## src/rtl/ip_msx_cart_bridge_if.sv

```systemverilog
// MSX cartridge bus pins and VDP request/acknowledge handshake seen by the bridge.
interface ip_msx_cart_bridge_if;
  logic       n_ce;
  logic       n_trd;
  logic       n_twr;
  logic [1:0] ta;
  logic [7:0] td_in;
  logic [7:0] td_out;
  logic       tdir;
  logic       twait;
  logic       vdp_req;
  logic       vdp_ack;
  logic       vdp_wrt;
  logic [1:0] vdp_adr;
  logic [7:0] vdp_wdata;
  logic [7:0] vdp_rdata;
  logic       timeout_err;

  modport slave (
    input  n_ce, n_trd, n_twr, ta, td_in, vdp_ack, vdp_rdata,
    output td_out, tdir, twait, vdp_req, vdp_wrt, vdp_adr, vdp_wdata, timeout_err
  );

  modport master (
    output n_ce, n_trd, n_twr, ta, td_in, vdp_ack, vdp_rdata,
    input  td_out, tdir, twait, vdp_req, vdp_wrt, vdp_adr, vdp_wdata, timeout_err
  );
endinterface

```

## src/rtl/ip_msx_cart_bridge.sv

```systemverilog
// Bridges asynchronous MSX cartridge bus cycles onto a VDP request/ack handshake,
// holding the MSX in wait until the VDP answers or a timeout forces release.
module ip_msx_cart_bridge #(
  parameter int SYNC_STAGES    = 2,
  parameter int TIMEOUT_CYCLES = 255
) (
  input logic                 clk,
  input logic                 reset,
  ip_msx_cart_bridge_if.slave bus
);
  typedef enum logic [1:0] {IDLE = 2'd0, REQ = 2'd1, HOLD = 2'd2} state_e;

  localparam logic [7:0] TO_LAST = 8'(TIMEOUT_CYCLES - 1);

  logic [SYNC_STAGES-1:0] ce_sync_q, ce_sync_d;
  logic [SYNC_STAGES-1:0] rd_sync_q, rd_sync_d;
  logic [SYNC_STAGES-1:0] wr_sync_q, wr_sync_d;
  logic [SYNC_STAGES-1:0] live_q, live_d;
  logic                   prev_act_q, prev_act_d;
  logic                   s_ce, s_rd, s_wr, sync_ok;
  logic                   rd_act, wr_act, bus_act, start, timeout_hit;

  state_e     state_q, state_d;
  logic [7:0] cnt_q, cnt_d;
  logic       req_q, req_d;
  logic       tdir_q, tdir_d;
  logic       terr_q, terr_d;
  logic       wrt_q, wrt_d;
  logic       drop_q, drop_d;
  logic [1:0] adr_q, adr_d;
  logic [7:0] wdata_q, wdata_d;
  logic [7:0] td_out_q, td_out_d;

  // live_q marks when the chains carry real pin samples rather than reset fill
  always_comb begin
    ce_sync_d = {ce_sync_q[SYNC_STAGES-2:0], bus.n_ce};
    rd_sync_d = {rd_sync_q[SYNC_STAGES-2:0], bus.n_trd};
    wr_sync_d = {wr_sync_q[SYNC_STAGES-2:0], bus.n_twr};
    live_d    = {live_q[SYNC_STAGES-2:0], 1'b1};
  end

  assign s_ce    = ce_sync_q[SYNC_STAGES-1];
  assign s_rd    = rd_sync_q[SYNC_STAGES-1];
  assign s_wr    = wr_sync_q[SYNC_STAGES-1];
  assign sync_ok = live_q[SYNC_STAGES-1];

  assign rd_act      = ~s_ce & ~s_rd &  s_wr;
  assign wr_act      = ~s_ce & ~s_wr &  s_rd;
  assign bus_act     = rd_act | wr_act;
  // Until the chains are flushed, pretend the bus was active so an access held
  // across reset cannot produce a start edge.
  assign prev_act_d  = sync_ok ? bus_act : 1'b1;
  assign start       = bus_act & ~prev_act_q;
  assign timeout_hit = (cnt_q >= TO_LAST);

  always_ff @(posedge clk) begin
    if (reset) begin
      ce_sync_q  <= '1;
      rd_sync_q  <= '1;
      wr_sync_q  <= '1;
      live_q     <= '0;
      prev_act_q <= 1'b1;
    end else begin
      ce_sync_q  <= ce_sync_d;
      rd_sync_q  <= rd_sync_d;
      wr_sync_q  <= wr_sync_d;
      live_q     <= live_d;
      prev_act_q <= prev_act_d;
    end
  end

  always_ff @(posedge clk) begin
    if (reset) state_q <= IDLE;
    else       state_q <= state_d;
  end

  always_comb begin
    state_d = state_q;
    case (state_q)
      IDLE:    if (start) state_d = REQ;
      REQ:     if (bus.vdp_ack || timeout_hit) state_d = HOLD;
      HOLD:    if (!bus_act) state_d = IDLE;
      default: state_d = IDLE;
    endcase
  end

  always_comb begin
    cnt_d    = cnt_q;
    adr_d    = adr_q;
    wdata_d  = wdata_q;
    wrt_d    = wrt_q;
    td_out_d = td_out_q;
    drop_d   = drop_q;
    terr_d   = 1'b0;
    case (state_q)
      IDLE: begin
        if (start) begin
          adr_d  = bus.ta;
          wrt_d  = wr_act;
          cnt_d  = '0;
          drop_d = 1'b0;
          if (wr_act) wdata_d = bus.td_in;
        end
      end
      REQ: begin
        if (cnt_q != 8'hFF) cnt_d = cnt_q + 8'd1;
        drop_d = drop_q | ~bus_act;
        if (bus.vdp_ack) begin
          if (!wrt_q) td_out_d = bus.vdp_rdata;
        end else if (timeout_hit) begin
          if (!wrt_q) td_out_d = 8'hFF;
          terr_d = 1'b1;
        end
      end
      default: ;
    endcase
    req_d  = (state_d == REQ);
    // A read abandoned during REQ must never turn the data bus around.
    tdir_d = (state_d == HOLD) & ~wrt_q & rd_act & ~drop_d;
  end

  always_ff @(posedge clk) begin
    if (reset) begin
      cnt_q    <= '0;
      req_q    <= 1'b0;
      tdir_q   <= 1'b0;
      terr_q   <= 1'b0;
      wrt_q    <= 1'b0;
      drop_q   <= 1'b0;
      adr_q    <= '0;
      wdata_q  <= '0;
      td_out_q <= '0;
    end else begin
      cnt_q    <= cnt_d;
      req_q    <= req_d;
      tdir_q   <= tdir_d;
      terr_q   <= terr_d;
      wrt_q    <= wrt_d;
      drop_q   <= drop_d;
      adr_q    <= adr_d;
      wdata_q  <= wdata_d;
      td_out_q <= td_out_d;
    end
  end

  assign bus.td_out      = td_out_q;
  assign bus.tdir        = tdir_q;
  assign bus.twait       = req_q;
  assign bus.vdp_req     = req_q;
  assign bus.vdp_wrt     = wrt_q;
  assign bus.vdp_adr     = adr_q;
  assign bus.vdp_wdata   = wdata_q;
  assign bus.timeout_err = terr_q;
endmodule

```

## src/flat_wrapper.sv

```systemverilog
// flat-port wrapper written by rule: the top's interface ports become plain ports
module ip_msx_cart_bridge_flat 
#(
  parameter int SYNC_STAGES    = 2,
  parameter int TIMEOUT_CYCLES = 255
)
  (clk, reset, bus_n_ce, bus_n_trd, bus_n_twr, bus_ta, bus_td_in, bus_vdp_ack, bus_vdp_rdata, bus_td_out, bus_tdir, bus_twait, bus_vdp_req, bus_vdp_wrt, bus_vdp_adr, bus_vdp_wdata, bus_timeout_err);
  ip_msx_cart_bridge_if bus_i ();
  input logic clk;
  input logic reset;
  input wire logic [$bits(bus_i.n_ce)-1:0] bus_n_ce;
  input wire logic [$bits(bus_i.n_trd)-1:0] bus_n_trd;
  input wire logic [$bits(bus_i.n_twr)-1:0] bus_n_twr;
  input wire logic [$bits(bus_i.ta)-1:0] bus_ta;
  input wire logic [$bits(bus_i.td_in)-1:0] bus_td_in;
  input wire logic [$bits(bus_i.vdp_ack)-1:0] bus_vdp_ack;
  input wire logic [$bits(bus_i.vdp_rdata)-1:0] bus_vdp_rdata;
  output wire logic [$bits(bus_i.td_out)-1:0] bus_td_out;
  output wire logic [$bits(bus_i.tdir)-1:0] bus_tdir;
  output wire logic [$bits(bus_i.twait)-1:0] bus_twait;
  output wire logic [$bits(bus_i.vdp_req)-1:0] bus_vdp_req;
  output wire logic [$bits(bus_i.vdp_wrt)-1:0] bus_vdp_wrt;
  output wire logic [$bits(bus_i.vdp_adr)-1:0] bus_vdp_adr;
  output wire logic [$bits(bus_i.vdp_wdata)-1:0] bus_vdp_wdata;
  output wire logic [$bits(bus_i.timeout_err)-1:0] bus_timeout_err;
  assign bus_i.n_ce = bus_n_ce;
  assign bus_i.n_trd = bus_n_trd;
  assign bus_i.n_twr = bus_n_twr;
  assign bus_i.ta = bus_ta;
  assign bus_i.td_in = bus_td_in;
  assign bus_i.vdp_ack = bus_vdp_ack;
  assign bus_i.vdp_rdata = bus_vdp_rdata;
  assign bus_td_out = bus_i.td_out;
  assign bus_tdir = bus_i.tdir;
  assign bus_twait = bus_i.twait;
  assign bus_vdp_req = bus_i.vdp_req;
  assign bus_vdp_wrt = bus_i.vdp_wrt;
  assign bus_vdp_adr = bus_i.vdp_adr;
  assign bus_vdp_wdata = bus_i.vdp_wdata;
  assign bus_timeout_err = bus_i.timeout_err;
  ip_msx_cart_bridge #(.SYNC_STAGES(SYNC_STAGES), .TIMEOUT_CYCLES(TIMEOUT_CYCLES)) u_core (.clk(clk), .reset(reset), .bus(bus_i));
endmodule
```

## config.mk

```make
export PLATFORM = sky130hd
export DESIGN_NAME = ip_msx_cart_bridge_flat
export DESIGN_NICKNAME = d
export VERILOG_FILES = /design/src/rtl/ip_msx_cart_bridge_if.sv /design/src/rtl/ip_msx_cart_bridge.sv /design/src/flat_wrapper.sv
export SDC_FILE = /design/constraint.sdc
export NUM_CORES = 1
export LEC_CHECK = 0
export CAP_MARGIN = 20
export CORE_MARGIN = 4
export CORE_UTILIZATION = 45
export DETAILED_ROUTE_END_ITERATION = 12
export HOLD_SLACK_MARGIN = 0.02
export PLACE_DENSITY = 0.75
export SYNTH_ARGS = -nofsm -noshare
export SYNTH_HDL_FRONTEND = slang
export SYNTH_SLANG_ARGS = --single-unit
```

## constraint.sdc

```tcl
create_clock -name clk -period 2.1 [get_ports clk]
set_clock_uncertainty 0.1 [all_clocks]
set_input_delay 0.525 -clock clk [delete_from_list [all_inputs] [get_ports clk]]
set_output_delay 0.525 -clock clk [all_outputs]
set_load 0.02 [all_outputs]
```

==> results of run 1 <==
## path summary, 6_finish.rpt
path                    endpoint  depth (start not counted)
max reg2reg      u_core.cnt_q[1]                          3
max                  bus_vdp_wrt                          1
min reg2reg  u_core.wr_sync_q[1]                          1
min          u_core.wr_sync_q[1]                          1
## layout make-up
class                      count  share of cell area
sequential                    42              0.3586
multi-input combinational    120              0.3340
timing repair buffer          54              0.2220
clock buffer                   6             0.03522
tap                           48             0.02561
inverter                      12             0.01921
clock inverter                 2            0.005336
## flip-flops by register name, indices dropped and copies added, names as in the netlist, 2 cells and up
| signal | cells |
|---|---|
| u_core.bus.td_out | 8 |
| u_core.bus.vdp_wdata | 8 |
| u_core.cnt_q | 8 |
| u_core.bus.vdp_adr | 2 |
| u_core.ce_sync_q | 2 |
| u_core.live_q | 2 |
| u_core.rd_sync_q | 2 |
| u_core.state_q | 2 |
| u_core.wr_sync_q | 2 |
## metal layers
layer,part of all wire,vias to the layer above,track usage
li1,-,782,-
met1,0.48,697,0.1936
met2,0.46,33,0.2518
met3,0.039,5,0.03741
met4,0.015,0,0.08936
met5,0,-,0
## power by group
group	leakage [uW]	internal (uW)	switching, uW	total [uW]
clock network	0.0000472	264	268	532
logic	0.000417	54.6	36.8	91.4
registers	0.000341	805	5.26	810
total	0.000805	1120	310	1430
## logic make-up (layout without fill, tap and decap cells)
family          after synthesis  after routing
compound gates               63             63
xor+xnor                      2              2
fa+ha+maj                     2              2
buf+inv                      23             74
flops                        42             42
mux                           2              2
simple gates                 51             51
## placed cells by master, fill, tap and decap left out, types with 2 or more instances in the layout
cell type        netlist  layout
dfxtp_1               42      42
and4_1                 2       2
ha_1                   2       2
o221ai_1               8       8
clkdlybuf4s50_1        0      46
o31a_1                 2       2
mux2_2                 2       2
a211oi_1               5       5
or2_2                  6       6
nor2_1                 2       2
nand3_1               13      13
o21ai_0               10      10
o21ai_1                3       3
buf_4                  1       8
nor3_1                 5       5
nor4_1                 3       3
a31o_2                 2       2
inv_1                 12      12
nor2b_1                3       3
nand2_1                3       3
o211a_1                2       2
a21oi_1               26      26
and3_1                 2       2
clkbuf_8               0       6
## stage by stage
stage                     std cells  area (um^2)  power [uW]  setup WS [ns]
after floorplan                 185         1722       859.9         0.4618
after global placement          276         2250       919.9         0.1701
after detailed placement        276         2250       920.4         0.1271
after CTS                       284         2345        1457        0.08708
after global routing            284         2345        1490        0.03866
final                           284         2345        1433         0.1040
==> reports/results.ini, run 1 <==
[pwr]
ir_drop_mv=0.4561
p_leak_uw=0.0008048
power_density_nw_per_um2=611.1

[setup_path]
rr_startpoint=u_core.state_q[1]
cp-end-kind=primary output
reg2reg_setup_slack_ns=0.37
slowest_delay_ns=0.64
crit_slowest_cell=clkdlybuf4s50_1
worst-path-buf-inv=1
startpoint=u_core.bus.vdp_wrt
critPathKind=register to primary output
startpoint_type=register
worstPathCellList=clkdlybuf4s50_1
crit_family=buffers and inverters
crit_fanout=5
cp.arrival_ns=1.37
crit_required_ns=1.47

[synth]
netlist_top_cells_count=dfxtp_1, a21oi_1, nand3_1
synth_top_area_frac=0.4884
yosysTopAreaCell=dfxtp_1
synthMuxAreaShare=0.01308
synth_compound_area_frac=0.2311
synthFlopType=dfxtp_1
async_flop_share=0
synth_nets=211
yosysWarningCount=0
synth_most_common_cell=dfxtp_1
ys_seq_area_frac=0.4884
synth-seq-cells=42
avgSynthCellArea_um2=9.306
synth_edf_count=0
yosys.area_share.simple=0.1860
synth_xor_area_frac=0.01017
synthCells=185
synth_top_family_by_area=compound AO/OA/AOI/OAI gates
synthTopCellsByArea=dfxtp_1, a21oi_1, o221ai_1
synth_area_um2=1722
synth_fa_ha_area_frac=0.01453
ys_types=44

[layout]
area_growth_pct=36.19
nFillCells=336
final_util=0.6357
diodes=0
num-nets-final=261
multiInputGateArea_um2=783.3
seq_area_um2=840.8
layout-drive-gt1-share=0.1271

[clocking]
cts_sinks=42
clock_path_buffers=2
cts.htree.levels=2
cts_tree=done
cts-root-buf=clkbuf_8
post_cts_buffers=0
cts_buffers=5
clk_pin_slew_worst_paths_ns=0.08
holdBufCountCts=0
clock_latency_ns=0.29
post_cts_resized=0

[worst_hold_path]
hp-start=u_core.wr_sync_q[0]
hold_path.class=register to register

[floorplanning]
dieWidth_um=69.86
initial_utilization=0.4668
die_area_um2=4880
ios=47
core_um2=3689
fp-row-count=22
die_height_um=69.86

[global_routing]
grt_pass1_vias=1408
grt_pass1_wl_mm=6.210
antenna_found_initial=0
overflow=0
grt_max_degree=26
gr-usage-all-layers=0.1577

[routing]
wire_per_inst_um=13.41
drcViolationCount=0
first_pass_iters=4
vias=1517
ant_nets=0
totalWireLength_mm=3.809
drt_iter0_drc=96
vias_per_cell=5.342

[placed_design]
place.gp.congestion=0.8251
dp_hpwl_mm=2.687
port_buffers=46

[timing]
drv_slew=0
rsz0062_at_grt=false
fin_crit_sh=0.9505
hold_ws_ns=0.3133
setup_tns_ns=0
worst_pin_slew_ns=0.5800
period_needed_ns=1.996
fmax_mhz=501.0
finalHoldViolCount=0
slew_headroom=0.6125
setup_viol=0

[job]
drv_cap=0

[status]
outcome=finished, final reports clean

Note: power is estimated with default switching activity, not from simulation.
==> run 2: changes to the inputs <==
CORE_UTILIZATION = 47   (was 45)
PLACE_DENSITY = 0.78   (was 0.75)
==> reports/results.ini, run 2 (synthesis gave the netlist of run 1 again) <==
[clocking]
clock_latency_ns=0.30  ; about the same
holdBufCountCts=0  ; unchanged
post_cts_buffers=0  ; unchanged
cts-root-buf=clkbuf_8
post_cts_resized=0  ; unchanged
cts_tree=done
cts_buffers=5  ; unchanged
cts.htree.levels=2  ; unchanged
cts_sinks=42  ; unchanged
clock_path_buffers=2  ; unchanged
clk_pin_slew_worst_paths_ns=0.08  ; about the same

[setup_path]
r2r_end=u_core.cnt_q[0]
critPathKind=register to primary output
reg2reg_setup_slack_ns=0.25  ; -0.12 ns
rr_startpoint=u_core.state_q[0]
slowest_delay_ns=0.64  ; about the same
crit_fanout=5  ; unchanged
cp.arrival_ns=1.37  ; about the same
startpoint_type=register
crit_slowest_cell=clkdlybuf4s50_1
cp-end-kind=primary output
crit_family=buffers and inverters
crit_required_ns=1.47  ; about the same
worstPathCellList=clkdlybuf4s50_1
worst-path-buf-inv=1  ; unchanged
r2r_cells=4  ; +1

[global_routing]
overflow=0  ; unchanged
gr-usage-all-layers=0.2001  ; +0.04243
grt_max_degree=26  ; unchanged
antenna_found_initial=0  ; unchanged
grt_pass1_wl_mm=6.982  ; +12%
grt_pass1_vias=1556  ; +11%

[timing]
worst_pin_slew_ns=0.5959  ; +0.01592 ns
fmax_mhz=501.8  ; +0.16%
setup_slack_ns=0.1071  ; +0.003107 ns
slew_headroom=0.6019  ; -0.01064
rsz0062_at_grt=false
period_needed_ns=1.993  ; -0.003107 ns
drv_slew=0  ; unchanged
hold_ws_ns=0.3119  ; -0.001352 ns
setup_tns_ns=0  ; unchanged
finalHoldViolCount=0  ; unchanged
setup_viol=0  ; unchanged
fin_crit_sh=0.9490  ; -0.001480

[layout]
layout-drive-gt1-share=0.1314  ; +0.004237
num-nets-final=261  ; unchanged
diodes=0  ; unchanged
mostFrequentLayoutCell=clkdlybuf4s50_1
layout_common_cells=clkdlybuf4s50_1, dfxtp_1, a21oi_1
area_growth_pct=36.12  ; about the same

[pwr]
p_leak_uw=0.0008018  ; -0.38%
ir_drop_mv=0.5265  ; +15%
power_density_nw_per_um2=609.5  ; -0.26%

[floorplanning]
die_height_um=68.53  ; -1.9%
die_area_um2=4696  ; -3.8%
dieWidth_um=68.53  ; -1.9%
initial_utilization=0.5002  ; +0.03342
core_um2=3442  ; -6.7%
ios=47  ; unchanged
fp-row-count=21  ; -4.5%

[worst_hold_path]
hp-start=u_core.rd_sync_q[0]
min_path_cells=1  ; unchanged
holdPathEnd=u_core.rd_sync_q[1]
hold_path.class=register to register

[job]
drv_cap=0  ; unchanged

[placed_design]
dp_hpwl_mm=2.960  ; +10%
pre_cts_ws_ns=0.1157  ; -0.01135 ns
port_buffers=46  ; unchanged
place.gp.congestion=0.8194  ; -0.69%

[status]
outcome=finished, final reports clean

[routing]
vias=1574  ; +3.8%
ant_nets=0  ; unchanged
vias_per_cell=5.582  ; +4.5%
totalWireLength_mm=4.110  ; +7.9%
wire_per_inst_um=14.57  ; +8.7%
drt_iter0_drc=123  ; +28%
drcViolationCount=0  ; unchanged
first_pass_iters=4  ; unchanged

[run 2: changes by cell type in the layout (fill, tap and decap cells not counted)]
cell      before  now
nor4_2         0    1
nor4_1         3    2
clkbuf_8       6    5
clkinv_4       0    1
[run 2: routing by layer]
layer	vias up	GRT usage	share of wire
li1	783	-	-
met1	743	0.2314	0.43
met2	43	0.3349	0.50
met3	5	0.07455	0.059
met4	0	0.07444	0.013
met5	-	0	0
[run 2: how the worst max path moves through the flow]
stage                                   from              endpoint  slack (ns)  cells past startpoint
after floorplan            u_core.state_q[1]       u_core.cnt_q[1]        0.46                      4
after global placement           bus_vdp_ack  u_core.bus.td_out[5]        0.20                      4
after detailed placement         bus_vdp_ack  u_core.bus.td_out[7]        0.12                      4
after CTS                 u_core.bus.vdp_wrt           bus_vdp_wrt         0.1                      1
after global routing      u_core.bus.vdp_wrt           bus_vdp_wrt        0.04                      1
final                     u_core.bus.vdp_wrt           bus_vdp_wrt        0.11                      1
[run 2: metrics by stage]
step | area, um^2 | util | total power, uW | instances
5_1_grt | 2344 | 0.6808 | 1485 | 282
3_5_place_dp | 2253 | 0.6547 | 923.9 | 274
3_3_place_gp | 2253 | 0.6547 | 920.5 | 274
6_report | 2344 | 0.6808 | 1428 | 282
4_1_cts | 2344 | 0.6808 | 1433 | 282
2_1_floorplan | 1722 | - | 859.9 | 185
[run 2: final cells by class]
| cell class | instances | area (um^2) |
|---|---|---|
| Fill cell | 264 | 1099 |
| Sequential cell | 42 | 840.8 |
| Multi-Input combinational cell | 120 | 789.5 |
| Timing Repair Buffer | 54 | 520.5 |
| Clock buffer | 5 | 68.82 |
| Tap cell | 46 | 57.56 |
| Inverter | 12 | 45.04 |
| Clock inverter | 3 | 21.27 |
[run 2: power by group]
part | switching, uW | total [uW] | internal (uW)
clock | 290 | 523 | 233
sequential | 5.81 | 810 | 804
combinational | 38.8 | 95.3 | 56.5
==> run 3: changes to the inputs <==
ABC_AREA = 0   (was not set)
SKIP_LAST_GASP = 1   (was not set)
==> results of run 3 <==
Final layout, timing and power as in run 2 (identical DEF).
